File: src/rtl/hazard_unit.sv
// -----------------------------------------------------------------------------
// hazard_unit
//
// Pipeline control for the 5-stage F/D/E/M/W processor. This block has three
// parts:
//   * E-stage operand forwarding selects (ForwardAE / ForwardBE).
//   * Load-use, PC-write and taken-branch hazard detection, which drives the
//     stall and flush strobes for the pipeline registers.
//   * A small sequencer that holds E for the full duration of a multi-cycle
//     multiply.
//
// All strobes are combinational from the inputs and the sequencer state. The
// only registered state is the sequencer state and its down-counter.
//
// Ports
//   clk, reset_n          clock (rising edge); asynchronous active-low reset
//   RA1D, RA2D            source registers of the instruction in D
//   RA1E, RA2E            source registers of the instruction in E
//   WA3E, WA3M, WA3W      destination registers in E / M / W
//   RegWriteE/M/W         instruction in E / M / W writes the register file
//   MemtoRegE             instruction in E is a load
//   PCSrcD/E/M/W          instruction in D / E / M / W writes the PC
//   BranchTakenE          branch in E is taken (already condition-gated)
//   MulStartE, CondExE    instruction in E is a multiply; its condition passed
//   ForwardAE, ForwardBE  00 regfile, 01 result from W, 10 ALU result from M
//   StallF/D/E            hold PC, F/D register, D/E register
//   FlushD/E/M            bubble into F/D, D/E, E/M register
//   MulBusy               multiply sequencer is in BUSY (its full state)
//   MulDoneE              multiply result is valid in E this cycle
//
// There is no valid/ready handshake here: every strobe is a level that applies
// to the current cycle only.
// -----------------------------------------------------------------------------
module hazard_unit #(
    parameter int REG_AW      = 4,
    // Total E-stage cycles of a multiply, issue cycle included. Legal 2..16.
    parameter int MUL_LATENCY = 4
) (
    input  logic              clk,
    input  logic              reset_n,
    input  logic [REG_AW-1:0] RA1D,
    input  logic [REG_AW-1:0] RA2D,
    input  logic [REG_AW-1:0] RA1E,
    input  logic [REG_AW-1:0] RA2E,
    input  logic [REG_AW-1:0] WA3E,
    input  logic [REG_AW-1:0] WA3M,
    input  logic [REG_AW-1:0] WA3W,
    input  logic              RegWriteE,
    input  logic              RegWriteM,
    input  logic              RegWriteW,
    input  logic              MemtoRegE,
    input  logic              PCSrcD,
    input  logic              PCSrcE,
    input  logic              PCSrcM,
    input  logic              PCSrcW,
    input  logic              BranchTakenE,
    input  logic              MulStartE,
    input  logic              CondExE,
    output logic [1:0]        ForwardAE,
    output logic [1:0]        ForwardBE,
    output logic              StallF,
    output logic              StallD,
    output logic              StallE,
    output logic              FlushD,
    output logic              FlushE,
    output logic              FlushM,
    output logic              MulBusy,
    output logic              MulDoneE
);

    // R15 is the PC; it is never forwarded from the pipeline.
    localparam logic [REG_AW-1:0] PC_REG   = REG_AW'(15);
    // The issue cycle and the done cycle are not counted by cnt, hence -2.
    localparam logic [3:0]        CNT_INIT = 4'(MUL_LATENCY - 2);

    typedef enum logic {
        IDLE = 1'b0,
        BUSY = 1'b1
    } mul_state_e;

    mul_state_e state_q, state_d;
    logic [3:0] cnt_q, cnt_d;

    logic mulstall_raw;
    logic mul_done_raw;
    logic mulstall;
    logic ldstall;
    logic pcpend;

    // ------------------------------------------------------------------
    // Forwarding: M has priority over W because it holds the younger value.
    // ------------------------------------------------------------------
    always_comb begin
        ForwardAE = 2'b00;
        if (RA1E != PC_REG) begin
            if (RegWriteM && (WA3M == RA1E)) begin
                ForwardAE = 2'b10;
            end else if (RegWriteW && (WA3W == RA1E)) begin
                ForwardAE = 2'b01;
            end
        end
    end

    always_comb begin
        ForwardBE = 2'b00;
        if (RA2E != PC_REG) begin
            if (RegWriteM && (WA3M == RA2E)) begin
                ForwardBE = 2'b10;
            end else if (RegWriteW && (WA3W == RA2E)) begin
                ForwardBE = 2'b01;
            end
        end
    end

    // ------------------------------------------------------------------
    // Hazard detection
    // ------------------------------------------------------------------
    assign ldstall = MemtoRegE & RegWriteE & ((WA3E == RA1D) | (WA3E == RA2D));
    assign pcpend  = PCSrcD | PCSrcE | PCSrcM;

    // ------------------------------------------------------------------
    // Multiply sequencer: state register
    // ------------------------------------------------------------------
    always_ff @(posedge clk or negedge reset_n) begin
        if (!reset_n) begin
            state_q <= IDLE;
            cnt_q   <= 4'd0;
        end else begin
            state_q <= state_d;
            cnt_q   <= cnt_d;
        end
    end

    // ------------------------------------------------------------------
    // Multiply sequencer: next state and strobes
    // The issue cycle stalls combinationally from IDLE so the op is held in E
    // from its very first cycle. MulStartE is ignored while BUSY because the
    // multiply itself is still the instruction sitting in E.
    // ------------------------------------------------------------------
    always_comb begin
        state_d      = state_q;
        cnt_d        = cnt_q;
        mulstall_raw = 1'b0;
        mul_done_raw = 1'b0;
        case (state_q)
            IDLE: begin
                if (MulStartE && CondExE) begin
                    mulstall_raw = 1'b1;
                    cnt_d        = CNT_INIT;
                    state_d      = BUSY;
                end
            end
            BUSY: begin
                if (cnt_q != 4'd0) begin
                    mulstall_raw = 1'b1;
                    cnt_d        = cnt_q - 4'd1;
                end else begin
                    mul_done_raw = 1'b1;
                    state_d      = IDLE;
                end
            end
            default: begin
                state_d = IDLE;
                cnt_d   = 4'd0;
            end
        endcase
    end

    // While reset is held the issue path must not stall, even if MulStartE is
    // still asserted, so an aborted op releases the pipeline in the same cycle.
    assign mulstall = mulstall_raw & reset_n;
    assign MulDoneE = mul_done_raw & reset_n;
    assign MulBusy  = (state_q == BUSY);

    // ------------------------------------------------------------------
    // Stall / flush strobes. A stalled register is never also flushed.
    // ------------------------------------------------------------------
    assign StallF = ldstall | pcpend | mulstall;
    assign StallD = ldstall | mulstall;
    assign StallE = mulstall;
    assign FlushM = mulstall;
    assign FlushE = (ldstall | BranchTakenE) & ~mulstall;
    assign FlushD = (pcpend | PCSrcW | BranchTakenE) & ~StallD;

endmodule
File: config.mk
export PLATFORM = sky130hd
export DESIGN_NAME = hazard_unit
export DESIGN_NICKNAME = d
export VERILOG_FILES = /design/src/rtl/hazard_unit.sv
export SDC_FILE = /design/constraint.sdc
export NUM_CORES = 1
export LEC_CHECK = 0
export CAP_MARGIN = 15
export CORE_ASPECT_RATIO = 0.7
export CORE_MARGIN = 2
export CORE_UTILIZATION = 29
export CTS_CLUSTER_SIZE = 28
export DETAILED_ROUTE_END_ITERATION = 10
export GPL_ROUTABILITY_DRIVEN = 0
export GPL_TIMING_DRIVEN = 1
export HOLD_SLACK_MARGIN = 0.1
export PLACE_DENSITY = 0.76
export SLEW_MARGIN = 30
export SYNTH_ARGS = -nofsm -noshare
export SYNTH_HDL_FRONTEND = slang
export SYNTH_SLANG_ARGS = --single-unit
File: constraint.sdc
create_clock -name clk -period 1.6 [get_ports clk]
set_clock_uncertainty 0.2 [all_clocks]
set_input_delay 0.32 -clock clk [delete_from_list [all_inputs] [get_ports clk]]
set_output_delay 0.32 -clock clk [all_outputs]
set_load 0.03 [all_outputs]
==> reports/metrics.yaml <==
grt_max_degree: 7
seq_area_frac_synth: 0.192
avgSynthCellArea_um2: 8.03
slowest_delay_ns: 0.36
cts_tree: "built"
p_per_area_mw_per_mm2: 958
synth-edff-count: 0
rows: 14
die_w_um: 60.6
grt_pass1_vias: 914
tns_ns: -4.53
drc: 0
clk_pin_slew_ns: 0.04
cts_buffers: 3
path_max_fanout: 4
clockBufferDepth: 2
crit_arrival_ns: 1.68
violations: "setup timing"
antenna_cells: 0
fillCellCount: 156
final_nets: 211
endpoint_kind: "output pin"
outcome: "finished, violations left"
yosys_register_bits: 5
relSlewSlack: 0.811
area_delta_synth_final_pct: 151
fin_crit_ns: 2.20
synth-async-reset-ratio: 1.00
die_area_mm2: 0.00264
first_pass_iters: 4
h-tree-depth: 1
die_h_um: 43.6
grt_usage: 0.197
start_kind: "register"
synthFlopType: "dfrtp_1"
critPathSlowestCell: "dfrtp_1"
dpl_cell_area_mm2: 0.00141
cpLargestDelayFamily: "flip-flops"
path_cells: "inv_2 -> ha_4 -> nor3b_4 -> mux2i_2 -> nand2_2 -> buf_6 -> a21boi_2 -> buf_6"
overflow: 0
seq_area_um2: 125
postRouteAntennaNets: 0
io_buffers: 52
start_util: 0.304
drv_cap: 0
initialDrtViolationCount: 17
fin_ws_ns: -0.597
drv_slew: 0
multi_input_area_um2: 684
max_slew.worst_pin.slew_ns: 0.281
cts_hold_buf: 0
antenna_found_initial: 0
worstHoldPathType: "in -> async"
cp_num_buf_inv: 3
netlist_area_um2: 651
ir_drop_uv: 382
finalWirelength_mm: 2.57
dpl.hpwl_mm: 1.88
viasPerCell: 4.56
clock_latency_ns: 0.24
synth.distinct_cells: 23
syn-instance-count: 81
synth.most_common_cell: "xor2_1"
yosys-top-cells-area: "dfrtp_1 (19%), xor2_1 (19%), xnor2_1 (12%)"
r2r_slack_ns: 0.03
ios: 53
setup_viol: 11
max_freq_mhz: 455
place_ws_ns: -1.13
yosys-top-cells-count: "xor2_1 (14), xnor2_1 (9), inv_1 (7), nand2_1 (7), nand3_1 (7)"
cp_common_cell: "buf_6"
yosysWarnings: 0
drive_gt1_frac: 0.545
leakage_nw: 0.750
post-route-period-util: 1.37
crit_type: "reg -> out"
rsz0062_at_grt: "true"
fin_area_mm2: 0.00163
cp.required_ns: 1.08
netlist.area_leader.share: 0.192
hold_viol_final: 0
synth.largest_area_cell: "dfrtp_1"
synth_fp_nets: 124
grt_pass1_wl_mm: 3.73
design.core.area_mm2: 0.00214
clock-root-buffer: "clkbuf_4"
wl_per_cell_um: 12.9
cts.sinks: 5
vias: 907
where the power goes:
part | internal (mW) | switching [mW] | leakage [nW]
Sequential | 0.190 | 0.0498 | 0.0591
Combinational | 0.623 | 0.553 | 0.676
Clock | 0.0943 | 0.0514 | 0.0150
Total | 0.907 | 0.654 | 0.750
logic make-up (layout without fill, tap and decap cells):
family | count (synthesis) | after routing | synth area share
compound gates | 11 | 11 | 0.117
xor+xnor | 23 | 23 | 0.310
fa+ha+maj | 2 | 2 | 0.0385
buf+inv | 8 | 94 | 0.0519
flops | 5 | 5 | 0.192
mux | 1 | 1 | 0.0211
simple gates | 31 | 31 | 0.269
layout make-up:
type | instances | share of cell area
timing repair buffer | 83 | 0.444
multi-input combinational | 68 | 0.420
sequential | 5 | 0.0767
tap | 32 | 0.0246
inverter | 7 | 0.0184
clock buffer | 4 | 0.0161
cells in the final DEF (no fill, tap or decap), types with 3 or more instances in the layout:
cell type	n
buf_2	6
buf_4	29
buf_6	16
clkbuf_2	4
clkbuf_4	3
clkdlybuf4s50_1	10
dfrtp_1	5
dlygate4sd2_1	14
inv_1	4
nand2_1	6
nand3_1	6
nor4_4	3
xnor2_1	4
xnor2_2	4
xor2_1	9
xor2_2	3
final timing paths:
check	from	endpoint	depth (start not counted)
worst max register to register	cnt_q[0]	cnt_q[3]	6
worst min register to register	MulBusy	cnt_q[1]	2
max in group asynchronous	reset_n	cnt_q[1]	2
worst max-delay path	cnt_q[0]	FlushE	8
min in group clk	MulBusy	cnt_q[1]	2
worst min-delay path	reset_n	MulBusy	2
repair_timing:
action,4_1_cts,5_1_grt
resized for setup,103,26
setup buffers,5,4
setup endpoints to repair,13,13
pin swaps,20,12
per-stage QoR:
step | hold slack, ns | utilization | cells | total power, mW
2_1_floorplan | -0.176 | - | 81 | 0.728
3_3_place_gp | 0.376 | 0.659 | 190 | 1.16
3_5_place_dp | 0.394 | 0.659 | 190 | 1.20
4_1_cts | 0.218 | 0.730 | 197 | 1.47
5_1_grt | 0.220 | 0.763 | 199 | 1.67
6_report | 0.222 | 0.763 | 199 | 1.56
flip-flops by register name, indices dropped and copies added, names as in the netlist:
| register | flops |
|---|---|
| cnt_q | 4 |
| MulBusy | 1 |
routing by layer:
metal | routed length [um] | GRT usage
met4 | 31 | 0.0913
met5 | 0 | 0
met1 | 891 | 0.196
met3 | 181 | 0.0149
met2 | 1470 | 0.402
No activity file was read; power rests on OpenSTA's default activity.
